## config.mk

```make
export PLATFORM = sky130hd
export DESIGN_NAME = attention_tile_sequencer
export DESIGN_NICKNAME = d
export VERILOG_FILES = /design/src/rtl/attention_tile_sequencer.sv
export SDC_FILE = /design/constraint.sdc
export NUM_CORES = 1
export LEC_CHECK = 0
export ABC_AREA = 1
export BUFFER_PORTS_ARGS = -buffer_cell sky130_fd_sc_hd__buf_2
export CAP_MARGIN = 20
export CORE_ASPECT_RATIO = 0.6
export CORE_MARGIN = 2
export CORE_UTILIZATION = 57
export CTS_CLUSTER_SIZE = 16
export DETAILED_ROUTE_END_ITERATION = 10
export PLACE_DENSITY = 0.86
export SLEW_MARGIN = 20
export SYNTH_ARGS = -nofsm -noshare
export SYNTH_HDL_FRONTEND = slang
export SYNTH_SLANG_ARGS = --single-unit
```

## constraint.sdc

```tcl
create_clock -name clk -period 2.5 [get_ports clk]
set_input_delay 0.5 -clock clk [delete_from_list [all_inputs] [get_ports clk]]
set_output_delay 0.5 -clock clk [all_outputs]
set_load 0.05 [all_outputs]
```

## src/rtl/attention_tile_sequencer.sv

```systemverilog
// attention_tile_sequencer: control FSM that walks the 4x4 attention array
// through one head (INT, FRAC, VALUE phases), handshaking operand loads with
// the tile buffer, waiting on the array's done, and driving the array's
// active-low PE/row/head resets. Every output is a registered decode of the
// next state so that outputs line up with the state they describe.
module attention_tile_sequencer #(
    parameter int TILE_CYCLES = 10,
    parameter int TW          = 4,
    parameter int RW          = 6
) (
    input  logic          clk,
    input  logic          reset,
    input  logic          start,
    input  logic          abort,
    input  logic [TW-1:0] cfg_tiles,
    input  logic [RW-1:0] cfg_rows,
    input  logic [7:0]    cfg_enables,
    input  logic          op_valid,
    input  logic          arr_done,
    input  logic          arr_headprune,
    output logic          op_req,
    output logic [RW-1:0] row_idx,
    output logic [TW-1:0] tile_idx,
    output logic [1:0]    phase,
    output logic          resetPE_n,
    output logic          resetRow_n,
    output logic          resetHead_n,
    output logic [7:0]    enables,
    output logic          mul_integer_flag,
    output logic          mul_fractions_flag,
    output logic          mul_value_flag,
    output logic          last_tile_flag,
    output logic          end_of_row_flag,
    output logic          end_of_head_flag,
    output logic          busy,
    output logic          seq_done,
    output logic          head_pruned
);

    localparam int            CW       = (TILE_CYCLES > 1) ? $clog2(TILE_CYCLES) : 1;
    localparam logic [CW-1:0] CNT_LAST = CW'(TILE_CYCLES - 1);

    typedef enum logic [2:0] {
        S_IDLE,
        S_LOAD,
        S_COMPUTE,
        S_WAIT_DONE,
        S_CLEAR,
        S_DONE
    } state_t;

    state_t        state, state_nx;
    logic [CW-1:0] cnt, cnt_nx;
    logic [TW-1:0] tiles_lat, tiles_nx;
    logic [RW-1:0] rows_lat, rows_nx;
    logic [7:0]    mask_lat, mask_nx;
    logic [RW-1:0] row_nx;
    logic [TW-1:0] tile_nx;
    logic [1:0]    phase_nx;
    logic          prune_lat, prune_nx;
    logic          pruned_nx;
    logic          last_tile, last_row;

    // Registered-output next values
    logic          op_req_nx;
    logic          rpe_nx, rrow_nx, rhead_nx;
    logic [7:0]    en_nx;
    logic          mi_nx, mf_nx, mv_nx;
    logic          lt_nx, eoh_nx;
    logic          busy_nx, done_nx;
    logic          nx_last_tile, nx_last_row, nx_head_finish;

    assign last_tile = (tile_idx == tiles_lat - TW'(1));
    assign last_row  = (row_idx == rows_lat - RW'(1));

    // Next-state, loop counters and latched configuration
    always_comb begin
        state_nx  = state;
        cnt_nx    = cnt;
        tiles_nx  = tiles_lat;
        rows_nx   = rows_lat;
        mask_nx   = mask_lat;
        row_nx    = row_idx;
        tile_nx   = tile_idx;
        phase_nx  = phase;
        prune_nx  = prune_lat;
        pruned_nx = head_pruned;
        if (abort) begin
            // Abort beats every transition, including a same-cycle start.
            state_nx = S_IDLE;
        end else begin
            case (state)
                S_IDLE: begin
                    if (start) begin
                        tiles_nx  = (cfg_tiles == '0) ? TW'(1) : cfg_tiles;
                        rows_nx   = (cfg_rows == '0) ? RW'(1) : cfg_rows;
                        mask_nx   = cfg_enables;
                        row_nx    = '0;
                        tile_nx   = '0;
                        phase_nx  = 2'd0;
                        cnt_nx    = '0;
                        prune_nx  = 1'b0;
                        pruned_nx = 1'b0;
                        state_nx  = S_LOAD;
                    end
                end
                S_LOAD: begin
                    if (op_valid) begin
                        cnt_nx   = '0;
                        state_nx = S_COMPUTE;
                    end
                end
                S_COMPUTE: begin
                    if (cnt == CNT_LAST) begin
                        cnt_nx = '0;
                        if (last_tile) begin
                            state_nx = S_WAIT_DONE;
                        end else begin
                            // PE accumulation carries across tiles of a row.
                            tile_nx  = tile_idx + TW'(1);
                            state_nx = S_LOAD;
                        end
                    end else begin
                        cnt_nx = cnt + CW'(1);
                    end
                end
                S_WAIT_DONE: begin
                    if (arr_done) begin
                        prune_nx = arr_headprune;
                        state_nx = S_CLEAR;
                    end
                end
                S_CLEAR: begin
                    if (!last_row) begin
                        row_nx   = row_idx + RW'(1);
                        tile_nx  = '0;
                        state_nx = S_LOAD;
                    end else if (phase == 2'd2) begin
                        state_nx = S_DONE;
                    end else if (phase == 2'd0 && prune_lat) begin
                        // Prune only counts in the INT phase.
                        pruned_nx = 1'b1;
                        state_nx  = S_DONE;
                    end else begin
                        phase_nx = phase + 2'd1;
                        row_nx   = '0;
                        tile_nx  = '0;
                        cnt_nx   = '0;
                        state_nx = S_LOAD;
                    end
                end
                S_DONE: begin
                    state_nx = S_IDLE;
                end
                default: begin
                    state_nx = S_IDLE;
                end
            endcase
        end
    end

    // Output decode from the next state so the registered outputs match it
    always_comb begin
        nx_last_tile   = (tile_nx == tiles_nx - TW'(1));
        nx_last_row    = (row_nx == rows_nx - RW'(1));
        nx_head_finish = nx_last_row && ((phase_nx == 2'd2) || ((phase_nx == 2'd0) && prune_nx));
        op_req_nx = 1'b0;
        rpe_nx    = 1'b0;
        rrow_nx   = 1'b0;
        rhead_nx  = 1'b0;
        en_nx     = '0;
        mi_nx     = 1'b0;
        mf_nx     = 1'b0;
        mv_nx     = 1'b0;
        lt_nx     = 1'b0;
        eoh_nx    = 1'b0;
        busy_nx   = 1'b0;
        done_nx   = 1'b0;
        if (state_nx == S_LOAD || state_nx == S_COMPUTE ||
            state_nx == S_WAIT_DONE || state_nx == S_CLEAR) begin
            mi_nx = (phase_nx == 2'd0);
            mf_nx = (phase_nx == 2'd1);
            mv_nx = (phase_nx == 2'd2);
        end
        if (state_nx == S_LOAD || state_nx == S_COMPUTE || state_nx == S_WAIT_DONE) begin
            lt_nx    = nx_last_tile;
            eoh_nx   = nx_last_tile && nx_last_row;
            rpe_nx   = 1'b1;
            rrow_nx  = 1'b1;
            rhead_nx = 1'b1;
        end
        case (state_nx)
            S_LOAD: begin
                op_req_nx = 1'b1;
                busy_nx   = 1'b1;
            end
            S_COMPUTE: begin
                en_nx   = mask_nx;
                busy_nx = 1'b1;
            end
            S_WAIT_DONE: begin
                busy_nx = 1'b1;
            end
            S_CLEAR: begin
                rpe_nx   = 1'b0;
                rrow_nx  = !nx_last_row;
                rhead_nx = !nx_head_finish;
                busy_nx  = 1'b1;
            end
            S_DONE: begin
                busy_nx = 1'b1;
                done_nx = 1'b1;
            end
            default: begin
                busy_nx = 1'b0;
            end
        endcase
    end

    // FSM state register
    always_ff @(posedge clk) begin
        if (reset) begin
            state <= S_IDLE;
        end else begin
            state <= state_nx;
        end
    end

    // Counters, latched config and registered outputs
    always_ff @(posedge clk) begin
        if (reset) begin
            cnt                <= '0;
            tiles_lat          <= '0;
            rows_lat           <= '0;
            mask_lat           <= '0;
            prune_lat          <= 1'b0;
            row_idx            <= '0;
            tile_idx           <= '0;
            phase              <= 2'd0;
            head_pruned        <= 1'b0;
            op_req             <= 1'b0;
            resetPE_n          <= 1'b0;
            resetRow_n         <= 1'b0;
            resetHead_n        <= 1'b0;
            enables            <= '0;
            mul_integer_flag   <= 1'b0;
            mul_fractions_flag <= 1'b0;
            mul_value_flag     <= 1'b0;
            last_tile_flag     <= 1'b0;
            end_of_row_flag    <= 1'b0;
            end_of_head_flag   <= 1'b0;
            busy               <= 1'b0;
            seq_done           <= 1'b0;
        end else begin
            cnt                <= cnt_nx;
            tiles_lat          <= tiles_nx;
            rows_lat           <= rows_nx;
            mask_lat           <= mask_nx;
            prune_lat          <= prune_nx;
            row_idx            <= row_nx;
            tile_idx           <= tile_nx;
            phase              <= phase_nx;
            head_pruned        <= pruned_nx;
            op_req             <= op_req_nx;
            resetPE_n          <= rpe_nx;
            resetRow_n         <= rrow_nx;
            resetHead_n        <= rhead_nx;
            enables            <= en_nx;
            mul_integer_flag   <= mi_nx;
            mul_fractions_flag <= mf_nx;
            mul_value_flag     <= mv_nx;
            last_tile_flag     <= lt_nx;
            end_of_row_flag    <= lt_nx;
            end_of_head_flag   <= eoh_nx;
            busy               <= busy_nx;
            seq_done           <= done_nx;
        end
    end

endmodule

```

Word level (Yosys, flattened, before mapping)
Cells that the tools add are included.
{"block": "op_classes", "n_reduce_logical": 24, "div": 0, "eq_ne": 23, "addsub": 8, "n_lt_le_gt_ge": 0, "n_bitwise": 4, "n_mux": 63, "multipliers": 0, "shift": 0}
{"operator": "4-bit 2-to-1 mux", "n": 17}
{"operator": "6-bit 2-to-1 mux", "n": 9}
{"operator": "3-bit 2-to-1 mux", "n": 8}
{"operator": "8-bit 2-to-1 mux", "n": 3}
{"operator": "4-bit one-hot mux with 4 select lines", "n": 1}
{"operator": "3-bit one-hot mux with 5 select lines", "n": 1}
{"operator": "1-bit 2-to-1 mux", "n": 13}
{"operator": "3-bit by 2-bit equality test with 1-bit output (second input constant)", "n": 4}
{"operator": "6-bit equality test", "n": 2}
{"operator": "2-bit 2-to-1 mux", "n": 6}
{"operator": "2-bit != test (second input constant)", "n": 6}
{"operator": "4-bit one-hot mux with 3 select lines", "n": 1}
{"operator": "6-bit one-hot mux with 2 select lines", "n": 1}
{"operator": "6-bit by 1-bit subtractor with 6-bit output (second input constant)", "n": 2}
{"operator": "3-bit equality test (second input constant)", "n": 3}
{"operator": "4-bit by 1-bit adder with 4-bit output (second input constant)", "n": 2}
{"operator": "4-bit equality test", "n": 2}
{"operator": "2-bit OR reduction", "n": 4}
{"operator": "4-bit by 1-bit subtractor with 4-bit output (second input constant)", "n": 2}
{"operator": "7-bit AND reduction", "n": 1}
{"operator": "6-bit by 1-bit adder with 6-bit output (second input constant)", "n": 1}
{"operator": "3-bit by 1-bit equality test with 1-bit output (second input constant)", "n": 2}
{"operator": "6-bit logical NOT", "n": 1}
{"operator": "6-bit AND reduction", "n": 1}
{"operator": "other kinds (16)", "n": 29}
{"block": "word_totals", "latch_bits": 0, "ff_bits": 58, "mem_count": 0, "romBits": 0, "out_inout_bits": 33, "inputBits": 25, "word_cells": 144, "mem_bits_rw": 0}

Longest topological paths before layout
Gate-level depths: netlist (run 1).
{"block": "logic_depth", "word_depth": 13, "mapped_depth": 21, "depth_no_buf": 20}

Least setup slack after synthesis (run 1)
OpenSTA, ideal clock, no wires.
{"block": "synth_path", "path_kind": "reg2reg", "start": "reg row_idx[3]", "end": "reg resetHead_n", "n_path_buf": 1, "t_arrival_ps": 2067, "required_time_ps": 2386, "path_slack_ps": 319, "synth_period_minus_slack_ps": 2181, "stages_incl_launch_ff": 15, "path_cell_list": "dfxtp_1 nand2_1 nand2_1 nand3_1 a21oi_4 nand2_2 buf_6 nand2_2 nand4_2 nand3_1 nand3_1 nor2_1 nand3_1 nand2_1 nand2_1"}
{"block": "synth_between", "elab_chain_len": 10}
{"item": "from (decl)", "line_no": "22", "source": "output logic [RW-1:0] row_idx,"}
{"item": "from (signal assigned)", "line_no": "260", "source": "row_idx <= row_nx;"}
{"item": "parallel branches: the longest is 9 deep, another holds 6-bit by 1-bit adder with 6-bit output"}
{"item": "1-bit 2-to-1 mux *", "line_no": "192", "source": "case (state_nx)"}
{"item": "to (signal assigned)", "line_no": "267", "source": "resetHead_n <= rhead_nx;"}
{"item": "to (decl)", "line_no": "27", "source": "output logic resetHead_n,"}
Mark *: on every way between the ends.
A chain may end at the register's enable or synchronous reset.

Final worst setup path (run 1)
{"block": "layout_path", "start": "reg rows_lat[0]", "end": "reg resetHead_n"}
{"block": "layout_between", "elab_chain_len": 11}
{"item": "from (decl)", "line_no": "55", "source": "logic [RW-1:0] rows_lat, rows_nx;"}
{"item": "from (signal assigned)", "line_no": "257", "source": "rows_lat <= rows_nx;"}
{"item": "parallel branches: the longest is 10 deep, another holds 6-bit by 1-bit subtractor with 6-bit output"}
{"item": "1-bit 2-to-1 mux *", "line_no": "192"}
Marks and branches as above.

==> reports/qor.yml, run 1 <==
cts:
  cts.path.max_buffers: 2
  cts_sinks: 58
  h-tree-depth: 3
  cts_tree: "built"
  cts-root-buf: "clkbuf_8"
  clkTransAtPathRegs_ps: 70
  cts_buffers: 9
  clock_latency_ps: 340
  ctsHoldBuffers: 0
worst_hold_path:
  min_path_type: "input port to register"
  hold_start: "cfg_enables[3]"
  hold_depth: 3
  hold_end: "mask_lat[3]$_SDFF_PP0_"
synthesis:
  yosysWarnings: 0
  synth-seq-cells: 58
  syn_area_per_cell_sq_um: 7.01
  seq_area_frac_synth_pct: 33.2
  synth_nets: 534
  ys_types: 44
  synthCells: 499
  netlist_area_sq_um: 3500
power_and_ir_drop:
  seqPwrFrac_pct: 40.5
  p_leak_nw: 2.12
  p_clk_share_pct: 41.0
  p_sw_uw: 724
  swShare_pct: 30.1
  ir_drop_mv: 0.389
  power_density_nw_per_um2: 575
  intPower_mw: 1.68
  power_frac_comb_pct: 18.5
setup_path:
  reg2reg_setup_slack_ps: 120
  r2r_cells: 18
  path_buf_inv: 4
  cpLargestDelayFamily: "simple AND/OR/NAND/NOR gates"
  rr_startpoint: "rows_lat[0]$_SDFF_PP0_"
  critPathKind: "register to register"
  slowest_stage: "dfxtp_1"
  worstReg2RegEnd: "resetHead_n$_SDFF_PP0_"
  arrival_ps: 2620
  worstPathCellList: "inv_2 -> ha_4 -> inv_1 -> nand2_1 -> nand4_1 -> a21oi_4 -> buf_4 -> nand4_1 -> nand2_1 -> nand2_1 -> nand3_1 -> nand2_1 -> inv_1 -> nand2_1 -> nor2_2 -> nand3_1 -> nand2_1 -> nand2_1"
  crit_path_end_kind: "register"
  cp_common_cell: "nand2_1"
  required_ps: 2740
  crit_fanout: 6
  cpPeakStageDelay_ps: 340
  worstSetupStartpointType: "register"
grt:
  grt_max_degree: 24
  grt_pass1_vias: 3192
  grt_usage_pct: 28.2
  met2_usage_pct: 41.0
  antenna_found_initial: 0
  overflow: 0
  grt_util_met1_pct: 37.9
  top_usage_layer: "met2"
  grt_pass1_wl_um: 15000
  use_met3_pct: 12.9
finish:
  layout_common_cells: "116 x nand2_1, 64 x nor2_1, 62 x inv_1"
  final_common_cell: "nand2_1"
  areaGrowthSynthToFinish_pct: 19.8
  antenna_cells: 0
  final_nets: 606
  layout-drive-gt1-share_pct: 24.8
die:
  dieArea_sq_um: 6800
  std_cell_rows: 22
  die_y_um: 64.7
  ios: 58
  start_util_pct: 58.0
  die_x_um: 105
  core_area_sq_um: 6030
timing:
  max_freq_mhz: 420
  maxSlewHeadroom_pct: 75.1
  drv_slew: 0
  setup_ws_ps: 122
  finalCritPeriodShare_pct: 95.1
  skew_ps: 4.09
  max_slew.worst_pin.slew_ps: 371
  tns_ps: 0
  setup_viol: 0
  hold_violations: 0
  min_period_ps: 2380
route:
  viasPerCell: 5.37
  totalWireLength_um: 9370
  drt_iter0_markers: 316
  firstDrtPassIters: 6
  wl_per_cell_um: 14.2
  ant_nets: 0
  route.detailed.drc: 0
  num_vias: 3541
status:
  status: "complete, no violations"
place:
  post-place-ws_ps: 54.6
  place_congestion: 0.972
  port-buffer-count: 57
  hpwl_um: 6930
job:
  cap_violations: 0
==> kinds of logic (layout without fill, tap and decap cells) <==
family / after synthesis / after routing / share of synthesized area [%]
compound gates: 52 / 52 / 10.3
simple gates: 266 / 266 / 35.2
fa+ha+maj: 10 / 10 / 3.58
xor+xnor: 16 / 16 / 4.01
flops: 58 / 58 / 33.2
mux: 9 / 9 / 2.93
buf+inv: 88 / 165 / 10.8
==> power by group through the flow <==
stage / Sequential [mW] / Clock, mW / Combinational, mW
CTS: 0.974 / 0.999 / 0.421
global route: 0.978 / 1.05 / 0.495
detailed placement: 0.995 / 0 / 0.419
global placement: 0.994 / 0 / 0.410
finish: 0.975 / 0.988 / 0.445
floorplan: 1.02 / 0 / 0.297
==> routing by layer <==
metal / part of all wire (%) / wire length (um) / up-vias
li1: - / - / 1738
met1: 45 / 4210 / 1567
met2: 41 / 3800 / 218
met3: 13 / 1250 / 18
met4: 1.2 / 108 / 0
met5: 0 / 0 / -
==> final cells by class <==
| type | instances | area (sq um) |
|---|---|---|
| clock buffer | 9 | 124 |
| inverter | 77 | 294 |
| fill | 500 | 1840 |
| timing repair buffer | 72 | 398 |
| clock inverter | 7 | 101 |
| sequential | 58 | 1160 |
| multi-input combinational | 353 | 2010 |
| tap | 84 | 105 |
==> registers in the layout, indices dropped and copies added, names as in the netlist, 2 cells and up <==
signal	count
enables	8
state	3
rows_lat	6
cnt	4
phase	2
row_idx	6
tile_idx	4
tiles_lat	4
mask_lat	8
==> how the worst max path moves through the flow <==
stage                      startpoint  slack, ps                      to  cells after the start
6_report       rows_lat[0]$_SDFF_PP0_        120  resetHead_n$_SDFF_PP0_                     18
5_1_grt        rows_lat[0]$_SDFF_PP0_        -20  resetHead_n$_SDFF_PP0_                     20
4_1_cts        rows_lat[0]$_SDFF_PP0_         70  resetHead_n$_SDFF_PP0_                     14
3_5_place_dp                    abort         50  resetHead_n$_SDFF_PP0_                     16
3_3_place_gp                    abort         50  resetHead_n$_SDFF_PP0_                     16
2_1_floorplan   row_idx[3]$_SDFF_PP0_        320  resetHead_n$_SDFF_PP0_                     14
==> tightest hold or removal path, stage by stage <==
cell     delay [ps]
buf_2            80
mux2i_1          70
nor2_1           80
==> what timing repair did <==
| item | in CTS | in global routing |
|---|---|---|
| buffers inserted | 0 | 4 |
| endpoints found under the setup margin | 0 | 9 |
| gates resized for setup | 0 | 9 |
| endpoints found under the hold margin | 0 | 0 |
==> cells in the mapped netlist (all sizes together) <==
master | count | share of area, %
xor2 | 10 | 2.5
mux2i | 9 | 2.9
a41oi | 1 | 0.25
or2 | 1 | 0.18
nand3b | 5 | 1.1
a31oi | 2 | 0.54
ha | 10 | 3.6
clkinv | 2 | 0.36
dfxtp | 58 | 33
o21a | 1 | 0.21
o2111ai | 3 | 1.1
a211oi | 3 | 0.64
nor4 | 2 | 0.36
nor2 | 73 | 8.8
nand3 | 38 | 6.0
a32oi | 1 | 0.25
o21ai | 21 | 3.5
inv | 75 | 8.1
nand2 | 126 | 14
xnor2 | 6 | 1.5
clkbuf | 3 | 0.32
nand4 | 13 | 3.3
buf | 8 | 2.0
nor3 | 8 | 1.1
a21oi | 20 | 3.7
==> metrics by stage <==
step           utilization (%)  cells  power [mW]  area (sq um)  hold WS, ps
3_5_place_dp              64.5    640        1.41          3890          460
6_report                  69.5    660        2.41          4190          409
4_1_cts                   68.2    656        2.39          4110          400
5_1_grt                   69.5    660        2.52          4190          399
2_1_floorplan                -    499        1.32          3500          461
3_3_place_gp              64.5    640        1.40          3890          450
Power figures use the tool's default switching activity.
==> inputs of run 2 (changes only) <==
Settings changed: PLACE_DENSITY 0.86 to 0.85.
==> run 2 against run 1 <==
Net effect:
- global-route usage increased by 0.99 points
- setup slack better by 23 ps
- sequential share of layout area is 0.31 points lower
- register-to-register slack better by 20 ps
- sequential power barely moved
- clock skew up 10 ps
- via count rose by 3.5%
- routed wire length up 3.1%
- highest routed layer unchanged
==> reports/qor.yml, run 2 (same netlist as run 1, synthesis figures left out) <==
status:
  status: "complete, no violations"  # unchanged
setup_path:
  arrival_ps: 2610  # was 2620 ps
  critPathKind: "register to register"  # unchanged
  crit_fanout: 5  # was 6
  required_ps: 2750  # was 2740 ps
  crit_path_end_kind: "register"  # unchanged
  worstSetupStartpointType: "register"  # unchanged
die:
  start_util_pct: 58.0  # unchanged
  die_y_um: 64.7  # unchanged
  ios: 58  # unchanged
  core_area_sq_um: 6030  # unchanged
  dieArea_sq_um: 6800  # unchanged
  die_x_um: 105  # unchanged
  std_cell_rows: 22  # unchanged
cts:
  clock_latency_ps: 360  # was 340 ps
  cts_sinks: 58  # unchanged
  cts-root-buf: "clkbuf_8"  # unchanged
  ctsHoldBuffers: 0  # unchanged
  cts_buffers: 9  # unchanged
  cts_tree: "built"  # unchanged
  cts.path.max_buffers: 2  # unchanged
  h-tree-depth: 3  # unchanged
  clkTransAtPathRegs_ps: 80  # was 70 ps
route:
  ant_nets: 0  # unchanged
  num_vias: 3664  # was 3541
  viasPerCell: 5.52  # was 5.37
  drt_iter0_markers: 275  # was 316
  route.detailed.drc: 0  # unchanged
  wl_per_cell_um: 14.5  # was 14.2 um
  firstDrtPassIters: 6  # unchanged
  totalWireLength_um: 9650  # was 9370 um
finish:
  final_nets: 610  # was 606
  antenna_cells: 0  # unchanged
  layout_common_cells: "116 x nand2_1, 65 x nor2_1, 63 x inv_1"  # was 116 x nand2_1, 64 x nor2_1, 62 x inv_1
  areaGrowthSynthToFinish_pct: 21.2  # was 19.8%
  stdcell_area_sq_um: 4240  # was 4190 sq um
  layout-drive-gt1-share_pct: 25.2  # was 24.8%
  reg_top3: "enables x8, mask_lat x8"  # unchanged
  final_common_cell: "nand2_1"  # unchanged
worst_hold_path:
  min_path_type: "input port to register"  # unchanged
grt:
  overflow: 0  # unchanged
  grt_max_degree: 25  # was 24
  grt_pass1_vias: 3312  # was 3192
  grt_pass1_wl_um: 15500  # was 15000 um
  grt_usage_pct: 29.2  # was 28.2%
  antenna_found_initial: 0  # unchanged
timing:
  setup_viol: 0  # unchanged
  max_freq_mhz: 425  # was 420 MHz
  skew_ps: 14.5  # was 4.09 ps
  max_slew.worst_pin.slew_ps: 392  # was 371 ps
  hold_violations: 0  # unchanged
  drv_slew: 0  # unchanged
  finalCritPeriodShare_pct: 94.2  # was 95.1%
  maxSlewHeadroom_pct: 73.8  # was 75.1%
  min_period_ps: 2360  # was 2380 ps
power_and_ir_drop:
  power_mw: 2.54  # was 2.41 mW
  power_density_nw_per_um2: 599  # was 575 nW/um^2
  p_leak_nw: 2.16  # was 2.12 nW
  ir_drop_mv: 0.398  # was 0.389 mV
place:
  hpwl_um: 7020  # was 6930 um
  place_congestion: 0.953  # was 0.972
  port-buffer-count: 57  # unchanged
  dpl_cell_area_sq_um: 3910  # was 3890 sq um
job:
  cap_violations: 0  # unchanged
run 2: final timing paths:
check	depth (start not counted)	endpoint	from	slack (ps)
setup reg to reg	18	resetHead_n$_SDFF_PP0_	rows_lat[0]$_SDFF_PP0_	140
setup / recovery	18	resetHead_n$_SDFF_PP0_	rows_lat[0]$_SDFF_PP0_	140
hold / removal	3	mask_lat[5]$_SDFF_PP0_	cfg_enables[5]	410
hold reg to reg	2	head_pruned$_SDFFE_PP0P_	head_pruned$_SDFFE_PP0P_	490
run 2: where the power goes:
group,total [mW],internal (mW),switching (mW)
clock,1.11,0.670,0.439
sequential,0.976,0.955,0.0218
combinational,0.452,0.165,0.287
total,2.54,1.79,0.749
run 2: final cells by class:
type / count / area [sq um]
multi-input combinational: 353 / 2000
fill: 463 / 1790
sequential: 58 / 1160
timing repair buffer: 76 / 432
inverter: 77 / 294
clock buffer: 9 / 124
clock inverter: 7 / 124
tap: 84 / 105
run 2: per-stage QoR:
step                setup slack (ps)  util, %  instances  hold slack (ps)  TNS (ps)
detailed placement              35.0     64.8        643              464         0
floorplan                        319        -        499              461         0
CTS                              181     68.9        659              401         0
global route                   -1.42     70.3        664              398     -1.42
finish                           144     70.3        664              407         0
global placement                 156     64.8        643              448         0
run 2: worst max-delay path, cell delays in order (launching register included):
cell and delay (ps):
dfxtp_1 330, inv_1 60, ha_2 320, inv_1 40
nand2_1 60, nand4_1 130, a21oi_4 300, buf_4 170
nand4_1 80, nand2_1 70, nand2_1 100, nand3_1 90
nand2_1 60, inv_1 50, nand2_1 60, nor2_2 130
nand3_1 80, nand2_1 80, nand2_1 50
run 2: layer usage:
layer | track usage [%] | vias to the layer above | share of wire [%]
met3 | 10.3 | 30 | 12
met1 | 40.2 | 1647 | 45
li1 | - | 1760 | -
met4 | 8.83 | 0 | 2.2
met5 | 0 | - | 0
met2 | 42.9 | 227 | 41
run 2: timing repair:
action,CTS,global route
setup endpoints to repair,0,5
setup buffers,0,5
resized for setup,0,8
